--- config.mk ---
export PLATFORM = sky130hd
export DESIGN_NAME = instruction_fetch_arbiter
export DESIGN_NICKNAME = d
export VERILOG_FILES = /design/src/rtl/instruction_fetch_arbiter.sv
export SDC_FILE = /design/constraint.sdc
export NUM_CORES = 1
export LEC_CHECK = 0
export CORE_MARGIN = 2
export CORE_UTILIZATION = 50
export DETAILED_ROUTE_END_ITERATION = 12
export PLACE_DENSITY = 0.87
export SLEW_MARGIN = 25
export SYNTH_ARGS = -nofsm -noshare
export SYNTH_HDL_FRONTEND = slang
export SYNTH_SLANG_ARGS = --single-unit
export TNS_END_PERCENT = 1
--- constraint.sdc ---
create_clock -name clk -period 7.05 [get_ports clk]
set_input_delay 1.41 -clock clk [delete_from_list [all_inputs] [get_ports clk]]
set_output_delay 1.41 -clock clk [all_outputs]
set_load 0.01 [all_outputs]
--- src/rtl/instruction_fetch_arbiter.sv ---
// Round-robin arbiter sharing two combinational instruction-memory read ports among NUM_CORES fetchers.
// Optional build macro IFETCH_FIXED_PRIORITY_EN: scan always starts at core 0 (no round-robin pointer).
module instruction_fetch_arbiter #(
    parameter int unsigned NUM_CORES     = 4,
    parameter int unsigned ADDR_WIDTH_IM = 8,
    parameter int unsigned INSTR_WIDTH   = 32
) (
    input  logic                               clk,
    input  logic                               reset,
    input  logic [NUM_CORES-1:0]               req,
    input  logic [NUM_CORES*ADDR_WIDTH_IM-1:0] req_addr,
    output logic [NUM_CORES-1:0]               gnt,
    output logic [NUM_CORES-1:0]               rvalid,
    output logic [NUM_CORES*INSTR_WIDTH-1:0]   rdata,
    output logic [ADDR_WIDTH_IM-1:0]           im_address_1,
    output logic [ADDR_WIDTH_IM-1:0]           im_address_2,
    input  logic [INSTR_WIDTH-1:0]             im_read_data_1,
    input  logic [INSTR_WIDTH-1:0]             im_read_data_2
);

    localparam int unsigned PTR_W = (NUM_CORES > 1) ? $clog2(NUM_CORES) : 1;

    logic [PTR_W-1:0]     rr_ptr;
    logic [PTR_W-1:0]     scan_idx;
    logic [PTR_W-1:0]     idx1;
    logic [PTR_W-1:0]     idx2;
    logic [PTR_W-1:0]     last_idx;
    logic [PTR_W-1:0]     nxt_ptr;
    logic                 v1;
    logic                 v2;
    logic [NUM_CORES-1:0] gnt1;
    logic [NUM_CORES-1:0] gnt2;
    logic [NUM_CORES-1:0] rvalid_q;

    // Scan from rr_ptr modulo NUM_CORES; first requester takes port 1, second takes port 2.
    always_comb begin
        gnt1     = '0;
        gnt2     = '0;
        v1       = 1'b0;
        v2       = 1'b0;
        idx1     = '0;
        idx2     = '0;
        scan_idx = '0;
        for (int unsigned k = 0; k < NUM_CORES; k++) begin
            scan_idx = PTR_W'((32'(rr_ptr) + k) % NUM_CORES);
            if (req[scan_idx] && !reset) begin
                if (!v1) begin
                    v1             = 1'b1;
                    idx1           = scan_idx;
                    gnt1[scan_idx] = 1'b1;
                end else if (!v2) begin
                    v2             = 1'b1;
                    idx2           = scan_idx;
                    gnt2[scan_idx] = 1'b1;
                end
            end
        end
    end

    assign gnt          = gnt1 | gnt2;
    assign im_address_1 = v1 ? req_addr[32'(idx1)*ADDR_WIDTH_IM +: ADDR_WIDTH_IM] : '0;
    assign im_address_2 = v2 ? req_addr[32'(idx2)*ADDR_WIDTH_IM +: ADDR_WIDTH_IM] : '0;

    assign last_idx = v2 ? idx2 : idx1;
    assign nxt_ptr  = (last_idx == PTR_W'(NUM_CORES - 1)) ? '0 : last_idx + PTR_W'(1);

`ifdef IFETCH_FIXED_PRIORITY_EN
    assign rr_ptr = '0;
`else
    // Pointer moves just past the last granted core; idle cycles leave it alone.
    always_ff @(posedge clk) begin
        if (reset) begin
            rr_ptr <= '0;
        end else if (v1) begin
            rr_ptr <= nxt_ptr;
        end
    end
`endif

    // One-cycle response: capture the data of whichever port each core was granted.
    always_ff @(posedge clk) begin
        if (reset) begin
            rvalid_q <= '0;
            rdata    <= '0;
        end else begin
            for (int i = 0; i < int'(NUM_CORES); i++) begin
                rvalid_q[i] <= gnt[i];
                if (gnt1[i]) begin
                    rdata[i*INSTR_WIDTH +: INSTR_WIDTH] <= im_read_data_1;
                end else if (gnt2[i]) begin
                    rdata[i*INSTR_WIDTH +: INSTR_WIDTH] <= im_read_data_2;
                end
            end
        end
    end

    // A response pending when reset arrives is dropped rather than shown.
    assign rvalid = rvalid_q & ~{NUM_CORES{reset}};

endmodule

After elaboration in Yosys (flattened, before gate mapping)
Cells that the tools add are included.
{ "classes": {"reduce_logical": 13, "add_sub_neg": 4, "magnitude_cmp": 8, "n_shift": 2, "n_mux": 68, "eq_ne": 1, "n_bitwise": 8} }
{ "ops": {"columns": ["op", "n"], "rows": [
  ["$mux W32", 8],
  ["$shiftx A32 B6 Y8", 2],
  ["$mux W4", 15],
  ["$mux W2", 17],
  ["$or A4 B4 Y4", 6],
  ["$mux W1", 18],
  ["$mux W8", 2],
  ["$lt A2 B3 Y1 const B", 4],
  ["$bmux W1 S2", 4],
  ["$demux W1 S2", 4],
  ["$ge A2 B1 Y1 const B", 4],
  ["$logic_and A1 B1 Y1", 8],
  ["$reduce_bool A2 Y1", 4],
  ["$add A2 B1 Y2 const B", 2],
  ["$add A2 B2 Y2 const B", 2],
  ["$and A4 B4 Y4", 1],
  ["$not A4 Y4", 1],
  ["$eq A2 B2 Y1 const B", 1],
  ["$logic_not A1 Y1", 1]
]} }
{ "totals": {"in_bits": 102, "out_inout_bits": 152, "reg_bits": 134, "wordCells": 110} }

Logic depth before layout (Yosys ltp)
{ "depth": {"depth_word": 17, "mapped_depth": 14, "mapped_depth_nobuf": 9} }

Worst setup path before layout
No wires, ideal clock.
{ "synth_timing": {"kind": "input -> output", "startpoint": "input port req[2]", "endpoint": "output port im_address_2[0]", "n_path_buf": 1, "stages": 10, "slack_ns": 1.712, "t_arrival_ns": 3.928, "required_ns": 5.640, "cell_sequence": "buf_2 -> mux4_2 -> and2_1 -> ha_1 -> nand2_1 -> a21o_1 -> o31a_1 -> a311oi_4 -> mux4_1 -> and2b_1"} }
{ "synth_between": {"elab_chain_cells": 14, "word_cells_on_any_way": 31, "classes_between": "shift (1); mux (26); reduce/logical (4)"} }
{ "synth_rtl": {"columns": ["item", "line", "rtl"], "rows": [
  ["start: declaration", "10", "input logic [NUM_CORES-1:0] req,"],
  ["$bmux W1 S2", "46", "if (req[scan_idx] && !reset) begin"],
  ["$mux W1 (implied by the code)", "46", null],
  ["$logic_and A1 B1 Y1", "46", null],
  ["$mux W1", "46", null],
  ["$mux W2 or $mux W1 (tied branches)", "47", "if (!v1) begin"],
  ["$mux W2 or $mux W1 (tied branches)", "46", null],
  ["$mux W2", "51", "end else if (!v2) begin"],
  ["$mux W2", "47", null],
  ["$mux W2", "46", null],
  ["$mux W2", "51", null],
  ["$mux W2", "47", null],
  ["$mux W2", "46", null],
  ["$shiftx A32 B6 Y8", "62", "assign im_address_2 = v2 ? req_addr[32'(idx2)*ADDR_WIDTH_IM +: ADDR_WIDTH_IM] : '0;"],
  ["$mux W8 *", "62", null],
  ["end: declaration", "16", "output logic [ADDR_WIDTH_IM-1:0] im_address_2,"]
]} }
Every way passes the cells marked *; elsewhere a longest branch is shown, timed or not. The select of a mux whose other input is x is not followed.

Worst setup path in the final report
{ "layout_timing": {"startpoint": "input port req[2]", "endpoint": "output port im_address_2[4]"} }
The elaborated chain is that of the path after synthesis.

==> impl_metrics.csv <==
group,metric,value,unit
placement,dp.cells,1166,
final_layout,final_cell_mix,"252 x clkdlybuf4s50_1, 139 x mux2i_1, 134 x dfxtp_1",
floorplanning,dieArea,0.01575,sq mm
clock_tree,cts_hold_buf,0,
placement,dpl.hpwl,15210,um
logic_synthesis,synth_cell_types,57,
setup_path,slowest_delay,0.66,ns
setup_path,cp_slowest_cell,"a311oi_4",
hold_path,min-delay-start,"rdata[105]",
power,finalPower,3314,uW
clock_tree,root_buffer,"clkbuf_16",
detailed_routing,drtPass1Iterations,7,
sta,worstMarginPinSlew,0.9768,ns
setup_path,crit_family,"multiplexers",
final_layout,syn_to_final_growth,43.02,%
setup_path,end_kind,"primary output",
final_layout,drive_above_1_share,7.692,%
logic_synthesis,netlist_instances,788,
sta,min_period,6.398,ns
setup_path,r2r-end,"rdata[37]",
setup_path,cp_data_required_time,5.64,ns
logic_synthesis,ys_seq_area_share,36.34,%
global_routing,grt_pass1_vias,6938,
clock_tree,htreeDepth,4,
floorplanning,coreArea,0.01448,sq mm
status,status,"finished, final reports clean",
floorplanning,die_h,125.5,um
placement,port_buffers,253,
detailed_routing,drc,0,
setup_path,crit_type,"in2out",
detailed_routing,viasPerCell,5.991,
setup_path,cp.arrival,4.99,ns
hold_path,hold_path_depth,2,
sta,fin_hold_ws,0.5417,ns
global_routing,grt_max_degree,109,
final_layout,regArea,0.002683,sq mm
clock_tree,cts_tree,"done",
detailed_routing,wl_per_cell,19.97,um
final_layout,postLayoutCoreUtil,72.92,%
global_routing,grt_first_pass_wirelength,37100,um
sta,hold_viol_final,0,
setup_path,ff2ff_path_depth,10,
setup_path,path_max_fanout,10,
hold_path,min_to,"rdata[105]",
sta,worst_clock_skew,0.01021,ns
global_routing,globalRouteTotalUtil,29.25,%
clock_tree,path_clk_slew,0.06,ns
detailed_routing,ant_nets,0,
floorplanning,initial_core_util,50.99,%
clock_tree,numClockSinks,134,
setup_path,worstReg2RegStart,"rr_ptr[1]",
power,ir_worst_vdd,0.2386,mV
logic_synthesis,yosysWarnings,0,
setup_path,worst-path-buf-inv,2,
final_layout,nets,1113,
sta,rsz0062_at_grt,"no",
sta,tns,0,ns
floorplanning,fp.dieW,125.5,um
clock_tree,postCtsResizedCells,0,
placement,gp_congestion,0.8839,
global_routing,overflow,0,
logic_synthesis,syn_avg_cell_area,9.368,sq um
sta,period_share,90.75,%
power,p_per_area,313.9,mW/mm^2
detailed_routing,drtIter0Drc,734,
logic_synthesis,syn_area,0.007382,sq mm
final_layout,layout_commonest_cell,"clkdlybuf4s50_1",
detailed_routing,vias,7177,
sta,fmax,0.1563,GHz
floorplanning,row_count,44,
setup_path,reg2reg_slack,2.68,ns
sta,slew_headroom,34.88,%
clock_tree,clk_path_buf_depth,2,
logic_synthesis,ys.flop_type,"dfxtp_1",
setup_path,cpMostUsedCell,"clkdlybuf4s50_1",
power,leakagePower,0.004172,uW
global_routing,antenna_found_initial,0,
setup_path,worstPathCellList,"clkdlybuf4s50_1 -> mux4_2 -> and2_1 -> ha_1 -> nand2_1 -> a21o_1 -> o31a_1 -> a311oi_4 -> mux4_1 -> and2b_1 -> clkdlybuf4s50_1",
detailed_routing,wl,23930,um
final_layout,multi_input_area,0.004323,sq mm
hold_path,hold_class,"reg2reg",
final_layout,antennaDiodeCount,0,
logic_synthesis,synth_nets,900,
sta,report.final.slew_viol_count,0,
final_layout,fill_cells,1069,
flow_run,drv_cap,0,
logic_synthesis,synth_edf_count,0,
clock_tree,clkLatencyLatePin,0.42,ns
clock_tree,post_cts.repair.setup_buffers,0,
setup_path,start_kind,"input pin",
logic_synthesis,synth-seq-cells,134,
sta,setup_viol,0,
final_layout,instances_no_fill,1198,
floorplanning,io-pin-count,254,
clock_tree,numCtsBuffers,17,
logic_synthesis,synth-async-reset-ratio,0,%
-- how the worst max path moves through the flow --
stage | startpoint | endpoint | slack (ns) | cells after the start
CTS | req[2] | im_address_2[4] | 0.71 | 11
global placement | req[2] | im_address_2[2] | 0.75 | 11
floorplan | req[2] | im_address_2[0] | 1.71 | 10
detailed placement | req[2] | im_address_2[4] | 0.71 | 11
global route | req[2] | im_address_2[2] | 0.52 | 11
finish | req[2] | im_address_2[4] | 0.65 | 11
-- area by class of cell --
cell class	count	area share (%)
well taps	184	2.181
flip-flops and latches	134	25.41
clock buffers	22	4.586
clock inverters	10	1.351
multi-input cells	570	40.95
inverters	6	0.2370
repair buffers	272	25.29
-- flip-flops by register name, summed over array words and instances (netlist names) --
signal and flops:
rdata 128, rr_ptr 2, rvalid_q 4
-- metrics by stage --
step                      setup WS [ns]  area (sq um)
after floorplan                   1.712          7382
after global placement           0.7479          9931
after detailed placement         0.7060          9931
after CTS                        0.7089         10560
after global routing             0.5230         10560
final                            0.6521         10560
-- cells by family (layout without fill, tap and decap cells) --
logic type	count (synthesis)	after routing	synth area share, %
XOR/XNOR	4	4	0.4747
flip-flops	134	134	36.34
adder cells (fa/ha/maj)	10	10	1.695
buffers and inverters	84	310	6.068
AO/OA/AOI/OAI	291	291	23.92
AND/OR/NAND/NOR	107	107	7.373
multiplexers	158	158	24.14
-- cell usage after synthesis, types with 10 or more instances --
| master | instances | area (sq um) |
|---|---|---|
| clkbuf_1 | 37 | 138.9 |
| mux2i_1 | 139 | 1391 |
| buf_2 | 19 | 95.09 |
| dfxtp_1 | 134 | 2683 |
| nor2_1 | 40 | 150.1 |
| o21ai_0 | 96 | 480.5 |
| ha_1 | 10 | 125.1 |
| buf_6 | 11 | 123.9 |
| nand2_1 | 18 | 67.56 |
| a211oi_1 | 50 | 375.4 |
| a21oi_1 | 103 | 515.5 |
| and3_1 | 12 | 75.07 |
-- layer usage --
metal  wire (um)  share of wire (%)  track usage [%]  vias up
met2       11670                 49            48.87      282
met4         892                3.7            12.35        0
met1        9725                 41            36.32     3446
li1            -                  -                -     3389
met3        1641                6.9            6.675       60
met5           0                  0                0        -
-- power by group --
group / internal [uW] / switching [uW]
Combinational: 683 / 679
Sequential: 930 / 87.5
Clock: 595 / 339
-- worst reg2reg max path: stages (launching register included) --
cell and delay, ns:
dfxtp_1 0.31, buf_4 0.21, inv_1 0.18, ha_1 0.63, mux4_2 0.63, nor3_1 0.51, a2111oi_4 0.12, a222oi_1 0.57
buf_4 0.65, mux2i_1 0.32, a21oi_1 0.10
Power figures use the tool's default switching activity.
